[src/rtl/corr_pkg.sv]
// Shared types and helpers for the sign-correlation window dump block.
// Baseline ordering: (0,1),(0,2)..(0,N-1),(1,2)..
package corr_pkg;

    localparam int DROP_W = 16;

    typedef enum logic {IDLE, STREAM} state_t;

    function automatic int nb(input int nch);
        return nch * (nch - 1) / 2;
    endfunction

    function automatic int pair_idx(input int i, input int j, input int nch);
        int base;
        base = 0;
        for (int k = 0; k < i; k++) begin
            base += nch - 1 - k;
        end
        return base + (j - i - 1);
    endfunction

endpackage

[src/rtl/corr_pair_acc.sv]
// Single correlation accumulator with clear; wraps by default, or saturates
// when CORR_SATURATE_EN is defined.
module corr_pair_acc #(
    parameter int ACC_W = 32
) (
    input  logic             clk,
    input  logic             reset,
    input  logic             inc,
    input  logic             clr,
    output logic [ACC_W-1:0] count,
    output logic [ACC_W-1:0] count_next
);

    // count_next already includes this cycle's increment, so a window
    // closing on this edge can capture it before the clear lands.
    always_comb begin
`ifdef CORR_SATURATE_EN
        count_next = (inc && (count != '1)) ? count + ACC_W'(1) : count;
`else
        count_next = inc ? count + ACC_W'(1) : count;
`endif
    end

    always_ff @(posedge clk) begin
        if (reset) begin
            count <= '0;
        end else if (clr) begin
            count <= '0;
        end else begin
            count <= count_next;
        end
    end

endmodule

[src/rtl/corr_window_dump.sv]
// Windowed 1-bit correlator: accumulates XNOR products per baseline, snapshots
// on window_end rising edge and streams the window out. Option: CORR_SATURATE_EN.
module corr_window_dump
    import corr_pkg::*;
#(
    parameter int NCH   = 4,
    parameter int ACC_W = 32,
    parameter int IDX_W = 4
) (
    input  logic              clk,
    input  logic              reset,
    input  logic [NCH-1:0]    sample_in,
    input  logic              sample_valid,
    input  logic              window_end,
    output logic [ACC_W-1:0]  m_data,
    output logic [IDX_W-1:0]  m_index,
    output logic              m_last,
    output logic              m_valid,
    input  logic              m_ready,
    output logic              overrun,
    output logic [DROP_W-1:0] drop_count
);

    localparam int NB = nb(NCH);
    localparam logic [IDX_W-1:0] LAST_IDX = IDX_W'(NB);

    logic [ACC_W-1:0] acc_cnt [NB];
    logic [ACC_W-1:0] acc_nxt [NB];
    logic [ACC_W-1:0] shadow_acc [NB];
    logic [ACC_W-1:0] scnt, scnt_nxt, shadow_scnt;

    logic window_end_q, tick, streaming, accept, start, drop;
    state_t state_q, state_d;
    logic [IDX_W-1:0] index_q, index_d;

    assign tick      = window_end & ~window_end_q;
    assign streaming = (state_q == STREAM);
    assign accept    = streaming & m_ready;
    // A stream finishing on the tick edge frees the shadow bank, so no drop.
    assign start     = tick & (~streaming | (accept & (index_q == LAST_IDX)));
    assign drop      = tick & ~start;

    for (genvar i = 0; i < NCH; i++) begin : g_row
        for (genvar j = i + 1; j < NCH; j++) begin : g_col
            localparam int K = pair_idx(i, j, NCH);
            logic inc;
            assign inc = sample_valid & (sample_in[i] ~^ sample_in[j]);
            corr_pair_acc #(.ACC_W(ACC_W)) u_acc (
                .clk        (clk),
                .reset      (reset),
                .inc        (inc),
                .clr        (tick),
                .count      (acc_cnt[K]),
                .count_next (acc_nxt[K])
            );
        end
    end

    corr_pair_acc #(.ACC_W(ACC_W)) u_scnt (
        .clk        (clk),
        .reset      (reset),
        .inc        (sample_valid),
        .clr        (tick),
        .count      (scnt),
        .count_next (scnt_nxt)
    );

    always_ff @(posedge clk) begin
        if (reset) begin
            shadow_scnt <= '0;
            for (int k = 0; k < NB; k++) shadow_acc[k] <= '0;
        end else if (start) begin
            shadow_scnt <= scnt_nxt;
            for (int k = 0; k < NB; k++) shadow_acc[k] <= acc_nxt[k];
        end
    end

    always_ff @(posedge clk) begin
        if (reset) begin
            state_q      <= IDLE;
            index_q      <= '0;
            window_end_q <= 1'b0;
            overrun      <= 1'b0;
            drop_count   <= '0;
        end else begin
            state_q      <= state_d;
            index_q      <= index_d;
            window_end_q <= window_end;
            if (drop) begin
                overrun <= 1'b1;
                if (drop_count != '1) drop_count <= drop_count + DROP_W'(1);
            end
        end
    end

    always_comb begin
        state_d = state_q;
        index_d = index_q;
        m_valid = streaming;
        m_index = index_q;
        m_last  = streaming && (index_q == LAST_IDX);
        m_data  = '0;
        if (accept) begin
            if (index_q == LAST_IDX) begin
                state_d = IDLE;
                index_d = '0;
            end else begin
                index_d = index_q + IDX_W'(1);
            end
        end
        if (start) begin
            state_d = STREAM;
            index_d = '0;
        end
        if (streaming) begin
            if (index_q == '0) m_data = shadow_scnt;
            for (int k = 0; k < NB; k++) begin
                if (index_q == IDX_W'(k + 1)) m_data = shadow_acc[k];
            end
        end
    end

endmodule

[config.mk]
export PLATFORM = sky130hd
export DESIGN_NAME = corr_window_dump
export DESIGN_NICKNAME = d
export VERILOG_FILES = /design/src/rtl/corr_pkg.sv /design/src/rtl/corr_pair_acc.sv /design/src/rtl/corr_window_dump.sv
export SDC_FILE = /design/constraint.sdc
export NUM_CORES = 1
export LEC_CHECK = 0
export ABC_AREA = 1
export CORE_MARGIN = 1.5
export CORE_UTILIZATION = 50
export CTS_CLUSTER_DIAMETER = 40
export DETAILED_ROUTE_END_ITERATION = 10
export PLACE_DENSITY = 0.67
export SETUP_SLACK_MARGIN = 0.4
export SLEW_MARGIN = 10
export SYNTH_ARGS = -nofsm -noshare
export SYNTH_HDL_FRONTEND = slang
export SYNTH_SLANG_ARGS = --single-unit
[constraint.sdc]
create_clock -name clk -period 11.7 [get_ports clk]
set_input_delay 1.755 -clock clk [delete_from_list [all_inputs] [get_ports clk]]
set_output_delay 1.755 -clock clk [all_outputs]
set_load 0.02 [all_outputs]
Word-level counts from Yosys, hierarchy flattened

Memories as Yosys holds them, arrays and structs flattened.
Index checks and enable logic that the tools add are counted.

Bits in registers: 279
Memory bits (writable): 192
Input bits: 9
Output and inout port bits: 55
Word-level logic and storage cells: 95
Memories: 1

Add/subtract/negate cells: 9
Eq/ne operators: 7
Muxes and demuxes: 30
Bitwise operators: 27
Reductions and logical operators: 8

Memories:

| name       | depth | width | read ports | clocked after memory_dff | wr ports | line                   | RTL |
|---|---|---|---|---|---|---|---|
| shadow_acc | 6     | 32    | 6          | 0                        | 6        | corr_window_dump.sv:29 | `logic [ACC_W-1:0] shadow_acc [NB];` |

Operator list:

| kind                    | count |
|---|---|
| $mux W32                | 21 |
| $add A32 B1 Y32 const B | 7 |
| $add A16 B1 Y16 const B | 1 |
| $ne A16 B16 Y1 const B  | 1 |
| $eq A4 B3 Y1 const B    | 3 |
| $and A1 B1 Y1           | 11 |
| $eq A4 B2 Y1 const B    | 2 |
| $mux W1                 | 8 |
| $or A1 B1 Y1            | 7 |
| $xnor A1 B1 Y1          | 6 |
| $add A4 B1 Y4 const B   | 1 |
| $eq A4 B1 Y1 const B    | 1 |
| $logic_not A4 Y1        | 1 |
| $mux W4                 | 1 |
| $reduce_and A2 Y1       | 2 |
| $reduce_bool A2 Y1      | 2 |
| $reduce_or A2 Y1        | 2 |
| $not A1 Y1              | 3 |
| $logic_and A1 B1 Y1     | 1 |

Longest topological paths before layout

Depth in word-level cells: 9
Mapped depth: 11
Depth with buffers taken out: 11

By module

Synthesis repeated with hierarchy kept, for this count alone.

Cells, all modules: 3,598
Area total of the unflattened synthesis: 25,938.6 µm²

By module, submodules not included:

| module           | times used | cells each | area an instance (µm²) | seq. area each (µm²) |
|---|---|---|---|---|
| corr_pair_acc    | 7          | 307        | 1,989.4                | 640.6 |
| corr_window_dump | 1          | 1,449      | 12,012.8               | 6,866.6 |

Least setup slack after synthesis

OpenSTA, ideal clock, no wires.

Path type: input-to-reg
Start: in reset
End: mem shadow_acc[0][0], enable pin
Setup time: 0.470 ns
Arrival time: 4.784 ns
Data required time: 11.230 ns
Path slack: 6.446 ns
Cell stages on the path: 4
Buffers on the path: 2
Cell sequence: clkbuf_1 -> inv_1 -> nand2_2 -> buf_2

RTL lines:

| element     | line                   | RTL |
|---|---|---|
| from (decl) | corr_window_dump.sv:11 | `input logic reset,` |
| to (decl)   | corr_window_dump.sv:29 |  |

Worst setup path after layout

Start: reg index_q[2] (netlist: m_index[2])
End: out m_data[20]

Word-level cells in the longest chain between the ends: 9
Elaborated cells between the ends (all ways): 15
Those cells by class: eq/ne: 6; mux: 8; reduce/logical: 1

Ends and longest elaborated chain:

| element                | line                    | RTL |
|---|---|---|
| from (decl)            | corr_window_dump.sv:34  | `logic [IDX_W-1:0] index_q, index_d;` |
| from (signal assigned) | corr_window_dump.sv:87  | `index_q <= index_d;` |
| $logic_not A4 Y1       | corr_window_dump.sv:116 | `if (index_q == '0) m_data = shadow_scnt;` |
| $mux W32               | corr_window_dump.sv:116 |  |
| $mux W32 (5 in series) | corr_window_dump.sv:118 | `if (index_q == IDX_W'(k + 1)) m_data = shadow_acc[k];` |
| $mux W32 *             | corr_window_dump.sv:118 |  |
| $mux W32 *             | corr_window_dump.sv:115 | `if (streaming) begin` |
| to (decl)              | corr_window_dump.sv:15  | `output logic [ACC_W-1:0] m_data,` |

Mark *: on every way between the ends. The rest lies on a longest branch, timed or not.

==> metrics.yaml <==
run_status:
  outcome: "complete, no violations"
worst_hold_path:
  hold_class: "reg -> reg"
  min-delay-start: "shadow_scnt[22]"
  min_to: "shadow_scnt[22]"
  hold-path-cell-count: 2
critical_path:
  reg2regPathDepth: 10
  arrival_ps: 4090
  cp.required_ps: 9950
  endpoint_kind: "output pin"
  r2r_setup_slack_ps: 7260
  cp-startpoint: "m_index[2]"
  path_max_fanout: 53
  reg2reg_to: "shadow_acc[3][7]"
  crit-reg2reg-launch: "m_valid"
  start_kind: "register"
  worstSetupPathType: "reg -> out"
clock_network:
  clkSlewWorstSetupHoldPaths_ps: 60
  htree_levels: 3
  cts_sinks: 471
  cts_tree: "done"
  cts-resized-gates: 0
  cts_buffers: 73
  clkLatencyLatePin_ps: 620
  postCtsHoldBufs: 0
  clk_path_buf_depth: 3
  cts-root-buf: "clkbuf_16"
  post_cts.repair.setup_buffers: 0
layout:
  final_nets: 3343
  instances_no_fill: 4003
  layout_common_cells: "nand2_1, nor2_1, dfxtp_1"
  multi_input_area_um2: 11530
  drive_gt1_share_pct: 6.348
  fillers: 4385
  regArea_um2: 11350
  final_common_cell: "nand2_1"
  syn_to_final_growth_pct: 14.18
timing:
  worst_hold_slack_ps: 457.3
  worst_pin_slew_ps: 1207
  skew_ps: 26.95
  period_share_pct: 49.98
  hold_violations: 0
  rsz0062_at_grt: "no"
  relSlewSlack_pct: 19.43
  min_period_ps: 5847
  clock.fmax_ghz: 0.1710
  setup_viol: 0
  setup_tns_ps: 0
  slew_viol_final: 0
synthesis:
  synthesis.nets: 3303
  synth_area_um2: 24210
  synth_top_area_share_pct: 23.82
  synth-async-reset-ratio_pct: 0
  ys_ff_latch: 471
  synth.area.top_cells: "edfxtp_1, dfxtp_1, nand2_1"
  synth_largest_area_cell: "edfxtp_1"
  synth-edff-count: 192
  netlist_instances: 3286
  yosysWarnings: 0
  syn_avg_cell_area_um2: 7.366
  synth_flop_cell: "dfxtp_1"
  synth-seq-area-share_pct: 46.89
  ys_types: 38
route:
  drt-total-wl_um: 70760
  wl_met3_um: 5690
  drtAntennaViolNets: 0
  vias_per_cell: 5.472
  drcViolationCount: 0
  wire_per_inst_um: 17.68
  vias: 21904
  met1_length_um: 30550
  dr.pass1.iters: 6
  drtIter0Drc: 1989
  maxUsedRoutingLayer: "met4"
  dr_wl_met2_um: 31900
placed_design:
  place_congestion: 0.9442
  io_buffers: 63
  dp_hpwl_um: 50040
  dp_cells: 3866
floorplanning:
  die_w_um: 223.0
  initial_core_util_pct: 50.70
  num_rows: 80
  die_h_um: 223.0
  core_region_area_um2: 47750
  ios: 64
  die_area_um2: 49740
global_route:
  grt_pass1_wl_um: 111300
  grt_usage_pct: 28.67
  grt_pass1_vias: 20725
  grt_start_max_net_pins: 131
  antenna_found_initial: 4
  overflow: 0
power:
  combPwrFrac_pct: 3.7
  p_sw_mw: 1.018
  p_sw_share_pct: 24.71
  cellPowerDensity_nw_per_um2: 149.0
  cellInternalPower_mw: 3.101
  power_frac_seq_pct: 43.2
  clkPwrFrac_pct: 53.1
  finalPower_mw: 4.119
  p_leak_nw: 10.25
  max-vdd-ir-drop_mv: 0.1215
flow_run:
  drv_cap: 0
cells by family after synthesis:
kind of cell / after synthesis / synth area share (%)
simple gates: 1952 / 32.76
flops: 471 / 46.89
fa+ha+maj: 8 / 0.4135
buf+inv: 320 / 5.614
compound gates: 405 / 9.583
mux: 7 / 0.2895
xor+xnor: 123 / 4.451
registers in the layout (all words and copies together), names as in the netlist:
signal and count:
u_scnt.count 32, shadow_acc 192, drop_count 16, shadow_scnt 32
m_index 4, overrun 1, m_valid 1, g_row.g_col.u_acc.count 192
window_end_q 1
synth_stat cells, types with 3 or more instances:
master    instances
xor2_1           86
a21o_1            3
dfxtp_1         279
nand3_2           3
edfxtp_1        192
nand3b_1         63
nand4_1          28
mux2i_1           7
nor2_2            4
o21bai_1         29
buf_4             4
buf_6            13
o22ai_1          13
inv_2             6
xnor2_1          37
a21oi_1         255
nand3_1         164
nor2_1          546
buf_1             6
nand2_1        1118
o21ai_0          51
clkbuf_1         54
nand2_2           3
ha_1              8
a21oi_2          50
buf_2            34
inv_1           201
nor3_1           17
worst max-delay path: stages (launching register included):
cell and delay [ps]:
dfxtp_1 370, nor2_4 870, nand2_1 110, inv_1 720, a21oi_1 370, nand3_1 230
o21bai_1 120, inv_1 70, clkdlybuf4s50_1 590
area by class of cell:
type,count,area share (%)
inverter,209,2.875
clock inverter,56,2.164
tap,615,2.784
multi-input combinational,2495,41.72
timing repair buffer,76,2.635
antenna,1,0.009054
clock buffer,80,6.741
sequential,471,41.07
worst max path at each step:
stage	to	slack, ps	cells after the start
2_1_floorplan	shadow_acc[0][0]	6450	4
3_3_place_gp	shadow_acc[3][2]	6020	11
3_5_place_dp	shadow_acc[3][2]	5950	11
4_1_cts	m_data[10]	5480	9
5_1_grt	m_data[27]	5560	8
6_report	m_data[20]	5850	8
metal layers:
layer / up-vias / GRT usage (%)
met1: 10325 / 37.95
met5: - / 0
met2: 707 / 44.88
met4: 0 / 11.41
li1: 10726 / -
met3: 146 / 7.349
power groups by stage:
stage	registers (mW)	logic [mW]	clock network [mW]
after global placement	1.81	0.149	0
after CTS	1.78	0.150	2.21
after floorplan	1.80	0.100	0
after detailed placement	1.81	0.150	0
final	1.78	0.152	2.19
after global routing	1.78	0.163	2.28
stage by stage:
stage | util [%] | cell area (um2) | worst slack [ps]
6_report | 57.89 | 27640 | 5853
3_5_place_dp | 52.72 | 25170 | 5950
2_1_floorplan | - | 24210 | 6446
4_1_cts | 57.87 | 27630 | 5477
3_3_place_gp | 52.72 | 25170 | 6016
5_1_grt | 57.89 | 27640 | 5558
No activity file was read; power rests on OpenSTA's default activity.
